--- config.mk ---
export PLATFORM = sky130hd
export DESIGN_NAME = msrv32_pc_ctrl
export DESIGN_NICKNAME = d
export VERILOG_FILES = /design/src/rtl/msrv32_pc_ctrl.sv
export SDC_FILE = /design/constraint.sdc
export NUM_CORES = 1
export LEC_CHECK = 0
export ABC_AREA = 1
export BUFFER_PORTS_ARGS = -buffer_cell sky130_fd_sc_hd__clkbuf_2
export CORE_UTILIZATION = 28
export CTS_CLUSTER_SIZE = 40
export DETAILED_ROUTE_END_ITERATION = 6
export PLACE_DENSITY = 0.57
export SETUP_SLACK_MARGIN = 0.02
export SLEW_MARGIN = 20
export SYNTH_ARGS = -nofsm -noshare
export SYNTH_HDL_FRONTEND = slang
export SYNTH_SLANG_ARGS = --single-unit
--- constraint.sdc ---
create_clock -name ms_riscv32_mp_clk_in -period 6.4 [get_ports ms_riscv32_mp_clk_in]
set_clock_uncertainty 0.2 [all_clocks]
set_input_delay 1.28 -clock ms_riscv32_mp_clk_in [delete_from_list [all_inputs] [get_ports ms_riscv32_mp_clk_in]]
set_output_delay 1.28 -clock ms_riscv32_mp_clk_in [all_outputs]
set_load 0.1 [all_outputs]
--- src/rtl/msrv32_pc_ctrl.sv ---
// PC register and fetch sequencer: issues valid/ready fetches and redirects on trap, MRET or taken branch.
// Optional: define MSRV32_PC_REDIRECT_CNT_EN to add redirect_cnt_out, a count of flush cycles.
module msrv32_pc_ctrl #(
  parameter logic [31:0] BOOT_ADDR = 32'h0000_0000
) (
  input  logic        ms_riscv32_mp_clk_in,
  input  logic        ms_riscv32_mp_rst_in,
  output logic [31:0] iaddr_out,
  output logic        ivalid_out,
  input  logic        iready_in,
  output logic [31:0] pc_out,
  output logic [31:0] pc_plus_4_out,
  output logic        instr_valid_out,
  input  logic        stall_in,
  input  logic        branch_taken_in,
  input  logic        jalr_in,
  input  logic [31:0] imm_in,
  input  logic [31:0] rs1_in,
  input  logic        trap_taken_in,
  input  logic [31:0] trap_vec_in,
  input  logic        mret_in,
  input  logic [31:0] epc_in,
`ifdef MSRV32_PC_REDIRECT_CNT_EN
  output logic [31:0] redirect_cnt_out,
`endif
  output logic        flush_out,
  output logic        misaligned_instr_out
);

  typedef enum logic [1:0] {S_IDLE, S_REQ, S_HOLD, S_KILL} state_t;

  state_t      state_q, state_d;
  logic [31:0] fa_q, fa_d;
  logic [31:0] tgt_q, tgt_d;
  logic [31:0] hold_q, hold_d;
  logic [31:0] pc_q, pc_d;
  logic        iv_q, iv_d;
  logic        flush_q, flush_d;
  logic        mis_q, mis_d;

  logic        accept;
  logic        sample;
  logic        redir;
  logic        mis_ev;
  logic [31:0] redir_tgt;
  logic [31:0] br_tgt;

  assign ivalid_out           = (state_q == S_REQ) || (state_q == S_KILL);
  assign iaddr_out            = fa_q;
  assign pc_out               = pc_q;
  assign pc_plus_4_out        = pc_q + 32'd4;
  assign instr_valid_out      = iv_q;
  assign flush_out            = flush_q;
  assign misaligned_instr_out = mis_q;

  assign accept = ivalid_out && iready_in;
  assign sample = iv_q && !stall_in;
  assign br_tgt = jalr_in ? ((rs1_in + imm_in) & ~32'd1) : (pc_q + imm_in);

  // Redirect source selection; a misaligned branch target is reported, never fetched.
  always_comb begin
    redir     = 1'b0;
    mis_ev    = 1'b0;
    redir_tgt = br_tgt;
    if (sample) begin
      if (trap_taken_in) begin
        redir     = 1'b1;
        redir_tgt = trap_vec_in;
      end else if (mret_in) begin
        redir     = 1'b1;
        redir_tgt = epc_in;
      end else if (branch_taken_in) begin
        if (br_tgt[1]) mis_ev = 1'b1;
        else           redir  = 1'b1;
      end
    end
  end

  always_comb begin
    state_d = state_q;
    fa_d    = fa_q;
    tgt_d   = tgt_q;
    hold_d  = hold_q;
    pc_d    = pc_q;
    iv_d    = iv_q;
    flush_d = 1'b0;
    mis_d   = 1'b0;

    unique case (state_q)
      S_IDLE: state_d = S_REQ;
      S_REQ: begin
        if (accept) begin
          fa_d = fa_q + 32'd4;
          if (stall_in) begin
            hold_d  = fa_q;
            state_d = S_HOLD;
          end else begin
            pc_d = fa_q;
            iv_d = 1'b1;
          end
        end else if (!stall_in) begin
          iv_d = 1'b0;
        end
      end
      S_HOLD: begin
        if (!stall_in) begin
          pc_d    = hold_q;
          iv_d    = 1'b1;
          state_d = S_REQ;
        end
      end
      S_KILL: begin
        // Old request must still complete; its data is dropped.
        if (accept) begin
          fa_d    = tgt_q;
          state_d = S_REQ;
        end
      end
      default: state_d = S_IDLE;
    endcase

    if (mis_ev) begin
      flush_d = 1'b1;
      mis_d   = 1'b1;
      pc_d    = pc_q;
      iv_d    = 1'b0;
    end

    if (redir) begin
      flush_d = 1'b1;
      pc_d    = pc_q;
      iv_d    = 1'b0;
      if (state_q == S_REQ && !accept) begin
        tgt_d   = redir_tgt;
        state_d = S_KILL;
      end else begin
        fa_d    = redir_tgt;
        state_d = S_REQ;
      end
    end
  end

  always_ff @(posedge ms_riscv32_mp_clk_in) begin
    if (ms_riscv32_mp_rst_in) begin
      state_q <= S_IDLE;
      fa_q    <= BOOT_ADDR;
      tgt_q   <= BOOT_ADDR;
      hold_q  <= BOOT_ADDR;
      pc_q    <= BOOT_ADDR;
      iv_q    <= 1'b0;
      flush_q <= 1'b0;
      mis_q   <= 1'b0;
    end else begin
      state_q <= state_d;
      fa_q    <= fa_d;
      tgt_q   <= tgt_d;
      hold_q  <= hold_d;
      pc_q    <= pc_d;
      iv_q    <= iv_d;
      flush_q <= flush_d;
      mis_q   <= mis_d;
    end
  end

`ifdef MSRV32_PC_REDIRECT_CNT_EN
  logic [31:0] cnt_q, cnt_d;

  always_comb begin
    cnt_d = cnt_q;
    if (flush_q) cnt_d = cnt_q + 32'd1;
  end

  always_ff @(posedge ms_riscv32_mp_clk_in) begin
    if (ms_riscv32_mp_rst_in) cnt_q <= 32'd0;
    else                      cnt_q <= cnt_d;
  end

  assign redirect_cnt_out = cnt_q;
`endif

endmodule

=== Yosys cells after proc, flatten, opt, wreduce, memory -nomap -nowiden ===
Index checks and enable logic that the tools add are counted.

* Mux-type cells: 36
* Reductions and logical operators: 14
* Bitwise gates (word level): 2
* Add/sub/neg operators: 4
* Equality and inequality tests: 11

{| class="wikitable"
|+ Operator list
! kind !! number
|-
| 2-to-1 mux 32 bit || 11
|-
| case mux 32 bit (2 select lines) || 2
|-
| adder 32 x 3 -> 32 bit, second input constant || 2
|-
| adder 32 bit || 2
|-
| 2-to-1 mux 1 bit || 15
|-
| inequality test 3 bit, second input constant || 5
|-
| 2-to-1 mux 2 bit || 6
|-
| case mux 2 bit (4 select lines) || 1
|-
| inequality test 2 bit, second input constant || 3
|-
| AND reduction 6 bit || 1
|-
| equality test 2 bit, second input constant || 2
|-
| AND reduction 2 bit || 2
|-
| AND reduction 4 bit || 1
|-
| logical AND 1 bit || 3
|-
| AND reduction 3 bit || 1
|-
| OR reduction 3 bit || 1
|-
| equality test 2 x 1 -> 1 bit, second input constant || 1
|-
| logical NOT 1 bit || 2
|-
| logical NOT 2 bit || 1
|-
| NOT 1 bit || 2
|-
| case mux 1 bit (2 select lines) || 1
|-
| nonzero test 2 bit || 1
|-
| logical OR 1 bit || 1
|}

* Output and inout bits: 100
* Input port bits: 136
* Flip-flop bits (word level): 133
* Word-level logic and storage cells: 75

=== Depth between registers and ports, before layout ===
* Word-level depth: 9
* Depth in mapped cells: 18

=== Worst setup path after synthesis ===
Ideal clock, no wire load.

* Path kind: register to output
* Start point: reg pc_q[2], in the netlist pc_out[2]
* End point: out pc_plus_4_out[29]
* Stages on the path, launching flop included: 11
* Data required time: 4.920 ns
* Arrival: 4.568 ns
* Slack: 0.352 ns
* Cells stage by stage: dfxtp_1 -> inv_1 -> nor3_2 -> nand2_1 -> nor2_1 -> nand2_1 -> nor2_2 -> nand4_1 -> nor4_2 -> nand2_1 -> xor2_1

* Cells in the longest elaborated chain, start to end: 1

{| class="wikitable"
|+ RTL lines
! element !! line !! text
|-
| from (decl) || 36 || <nowiki>logic [31:0] pc_q, pc_d;</nowiki>
|-
| from (signal assigned) || 158 || <nowiki>pc_q <= pc_d;</nowiki>
|-
| adder 32 x 3 -> 32 bit || 51 || <nowiki>assign pc_plus_4_out = pc_q + 32'd4;</nowiki>
|-
| to (decl) || 12 || <nowiki>output logic [31:0] pc_plus_4_out,</nowiki>
|}

Every way passes these cells.

=== Final worst setup path ===
* Start point: reg pc_q[3], in the netlist pc_out[3]
* End point: out pc_plus_4_out[26]

Same word-level chain as after synthesis.

==> flow_summary.json <==
{
  "min_to": "tgt_q[0]",
  "synth_area_per_cell_um2": 5.70,
  "clkTransAtPathRegs_ps": 60,
  "ios": 236,
  "diodes": 0,
  "multiInputGateArea_um2": 8300,
  "die_h_um": 214,
  "vias_per_cell": 4.95,
  "hold_depth": 2,
  "io_buffers": 235,
  "drive_above_1_share_pct": 12.5,
  "register_area_um2": 2660,
  "drv_slew": 0,
  "start_kind": "register",
  "regToRegSetupSlack_ps": 2770,
  "dp_hpwl_mm": 44.1,
  "p_sw_share_pct": 50.3,
  "met1_usage_pct": 30.5,
  "routabilityCongestion": 0.993,
  "cts_root_buf": "clkbuf_16",
  "cp_max_fo": 4,
  "dr.pass1.iters": 6,
  "async_flop_share_pct": 0,
  "hp-start": "tgt_q[0]",
  "r2r_end": "pc_out[18]",
  "cts_max_level": 4,
  "cts_buffers": 17,
  "synth_area_leaders": "dfxtp_1, nand2_1, inv_1, a21oi_1, nand3_1",
  "max_freq_mhz": 209,
  "die_area_um2": 45800,
  "wl_per_cell_um": 18.1,
  "rr_worst_depth": 10,
  "status": "complete, no violations",
  "grt_max_degree": 87,
  "worstHoldPathType": "register to register",
  "ir_drop_v": 0.000177,
  "clk_latency_ps": 430,
  "antenna_left": 0,
  "grt_usage_pct": 23.1,
  "fillCellCount": 4954,
  "grt_first_pass_wirelength_mm": 81.3,
  "p_switching_mw": 2.00,
  "cap_violations": 0,
  "setup_violations": 0,
  "gr-usage-met3_pct": 2.47,
  "arrival_ps": 3300,
  "cts_setup_buffers": 0,
  "worstSetupEndpointType": "output port",
  "maxSlewHeadroom_pct": 26.9,
  "cts_buffer_depth": 2,
  "gr-usage-met2_pct": 38.7,
  "synth_top_cell_area_share_pct": 21.2,
  "die_w_um": 214,
  "areaGrowthSynthToFinish_pct": 18.2,
  "core_um2": 44200,
  "ys_types": 48,
  "nets": 2595,
  "p_comb_share_pct": 48.1,
  "power_frac_seq_pct": 26.0,
  "synth_edf_count": 0,
  "hold_slack_ps": 268,
  "fin_crit_ps": 4780,
  "syn-instance-count": 2206,
  "cts_resized": 0,
  "grt_pass1_vias": 13884,
  "crit_required_ps": 4920,
  "power_density_nw_per_um2": 267,
  "pwr-share-clk_pct": 25.9,
  "rsz0062_at_grt": "no",
  "path_class": "register to output port",
  "tightest_slew_ps": 1100,
  "min_period_over_period_pct": 74.7,
  "post-route-drc-count": 0,
  "leakage_nw": 7.43,
  "yosys_register_bits": 133,
  "num_rows": 77,
  "drt_iter0_drc": 1327,
  "cts_tree": "done",
  "rr_startpoint": "state_q[0]",
  "hold_viol_final": 0,
  "grt-busiest-layer": "met2",
  "vias": 14857,
  "synth_nets": 2407,
  "routed_wl_mm": 54.3,
  "yosysMostFrequentCell": "nand2_1",
  "ys.flop_type": "dfxtp_1",
  "synth_warnings": 0,
  "synth_top_cell_by_area": "dfxtp_1",
  "place_area_um2": 14200,
  "synthTopCellsByCount": "nand2_1, inv_1, nor2_1",
  "p_int_mw": 1.98,
  "ys_seq_area_share_pct": 21.2,
  "cts_hold_buf": 0,
  "stdcell_area_um2": 14900,
  "cts.sinks": 133,
  "antenna_found_initial": 0,
  "start_util_pct": 28.4,
  "syn_area_um2": 12600,
  "fin_setup_tns_ps": 0,
  "overflow": 0
}
## per-layer routing
metal | wire length, µm | vias up
li1 | - | 7506
met5 | 0 | -
met4 | 1700 | 0
met3 | 3390 | 64
met2 | 25200 | 489
met1 | 24100 | 6798
## power by group through the flow
stage	Combinational [mW]	Sequential [mW]	Clock, mW
after detailed placement	1.89	1.05	0
after CTS	1.90	1.03	1.04
after global routing	2.06	1.04	1.07
after global placement	1.89	1.05	0
final	1.91	1.03	1.03
after floorplan	1.01	1.43	0
## worst max path at each step
stage,start,to,slack (ps),depth (start not counted)
detailed placement,trap_taken_in,pc_out[18],1790,9
global route,pc_out[3],pc_plus_4_out[26],1390,11
global placement,imm_in[0],pc_out[18],2000,12
floorplan,pc_out[2],pc_plus_4_out[29],350,10
CTS,pc_out[3],pc_plus_4_out[26],1550,11
finish,pc_out[3],pc_plus_4_out[26],1620,11
## flip-flops by register name, indices dropped and copies added (netlist names)
register / flops
hold_q: 32
iaddr_out: 32
pc_out: 32
tgt_q: 32
state_q: 2
flush_out: 1
instr_valid_out: 1
misaligned_instr_out: 1
## placed cells by master (no fill, tap or decap), drive strengths merged, types with 5 or more instances in the layout
cell | synthesis | routed
a211oi | 5 | 5
a21boi | 8 | 8
a21oi | 191 | 191
a221o | 6 | 6
a31oi | 13 | 13
buf | 23 | 11
clkbuf | 53 | 254
clkinv | 2 | 8
dfxtp | 133 | 133
ha | 63 | 63
inv | 341 | 340
nand2 | 638 | 638
nand3 | 180 | 180
nand3b | 8 | 8
nand4 | 27 | 27
nor2 | 198 | 198
nor3 | 33 | 33
o211ai | 16 | 16
o21ai | 176 | 176
o21bai | 14 | 14
xnor2 | 6 | 6
xor2 | 47 | 47
## cells by family (layout without fill, tap and decap cells)
group | after synthesis | after routing | synth area share (%)
AND/OR/NAND/NOR | 1091 | 1091 | 36.1
AO/OA/AOI/OAI | 443 | 443 | 19.4
buffers and inverters | 419 | 620 | 12.9
flip-flops | 133 | 133 | 21.2
adder cells (fa/ha/maj) | 65 | 65 | 6.59
XOR/XNOR | 53 | 53 | 3.69
multiplexers | 2 | 2 | 0.159
## cell type report
class / count / area share [%]
Clock buffer: 20 / 3.14
Tap cell: 592 / 4.98
Multi-Input combinational cell: 1654 / 55.9
Sequential cell: 133 / 17.9
Clock inverter: 12 / 1.03
Timing Repair Buffer: 245 / 8.42
Inverter: 343 / 8.68
## per-stage QoR
step | worst slack [ps] | std cells | power, mW | util, %
finish | 1620 | 2999 | 3.97 | 33.6
global route | 1390 | 2999 | 4.18 | 33.6
CTS | 1550 | 2999 | 3.97 | 33.6
detailed placement | 1790 | 2967 | 2.94 | 32.2
global placement | 2000 | 2967 | 2.93 | 32.2
floorplan | 352 | 2206 | 2.44 | -
## worst max-delay path: stages, from the launching register on
cell and delay [ps]:
dfxtp_1 390, ha_1 210, nand2_1 90, nor3_2 220, nand4_1 260, nor3_2 410
nand2_1 200, nor3_4 210, nand2_1 120, nor2_1 120, xor2_1 160, clkbuf_2 470
Note: power is estimated with default switching activity, not from simulation.
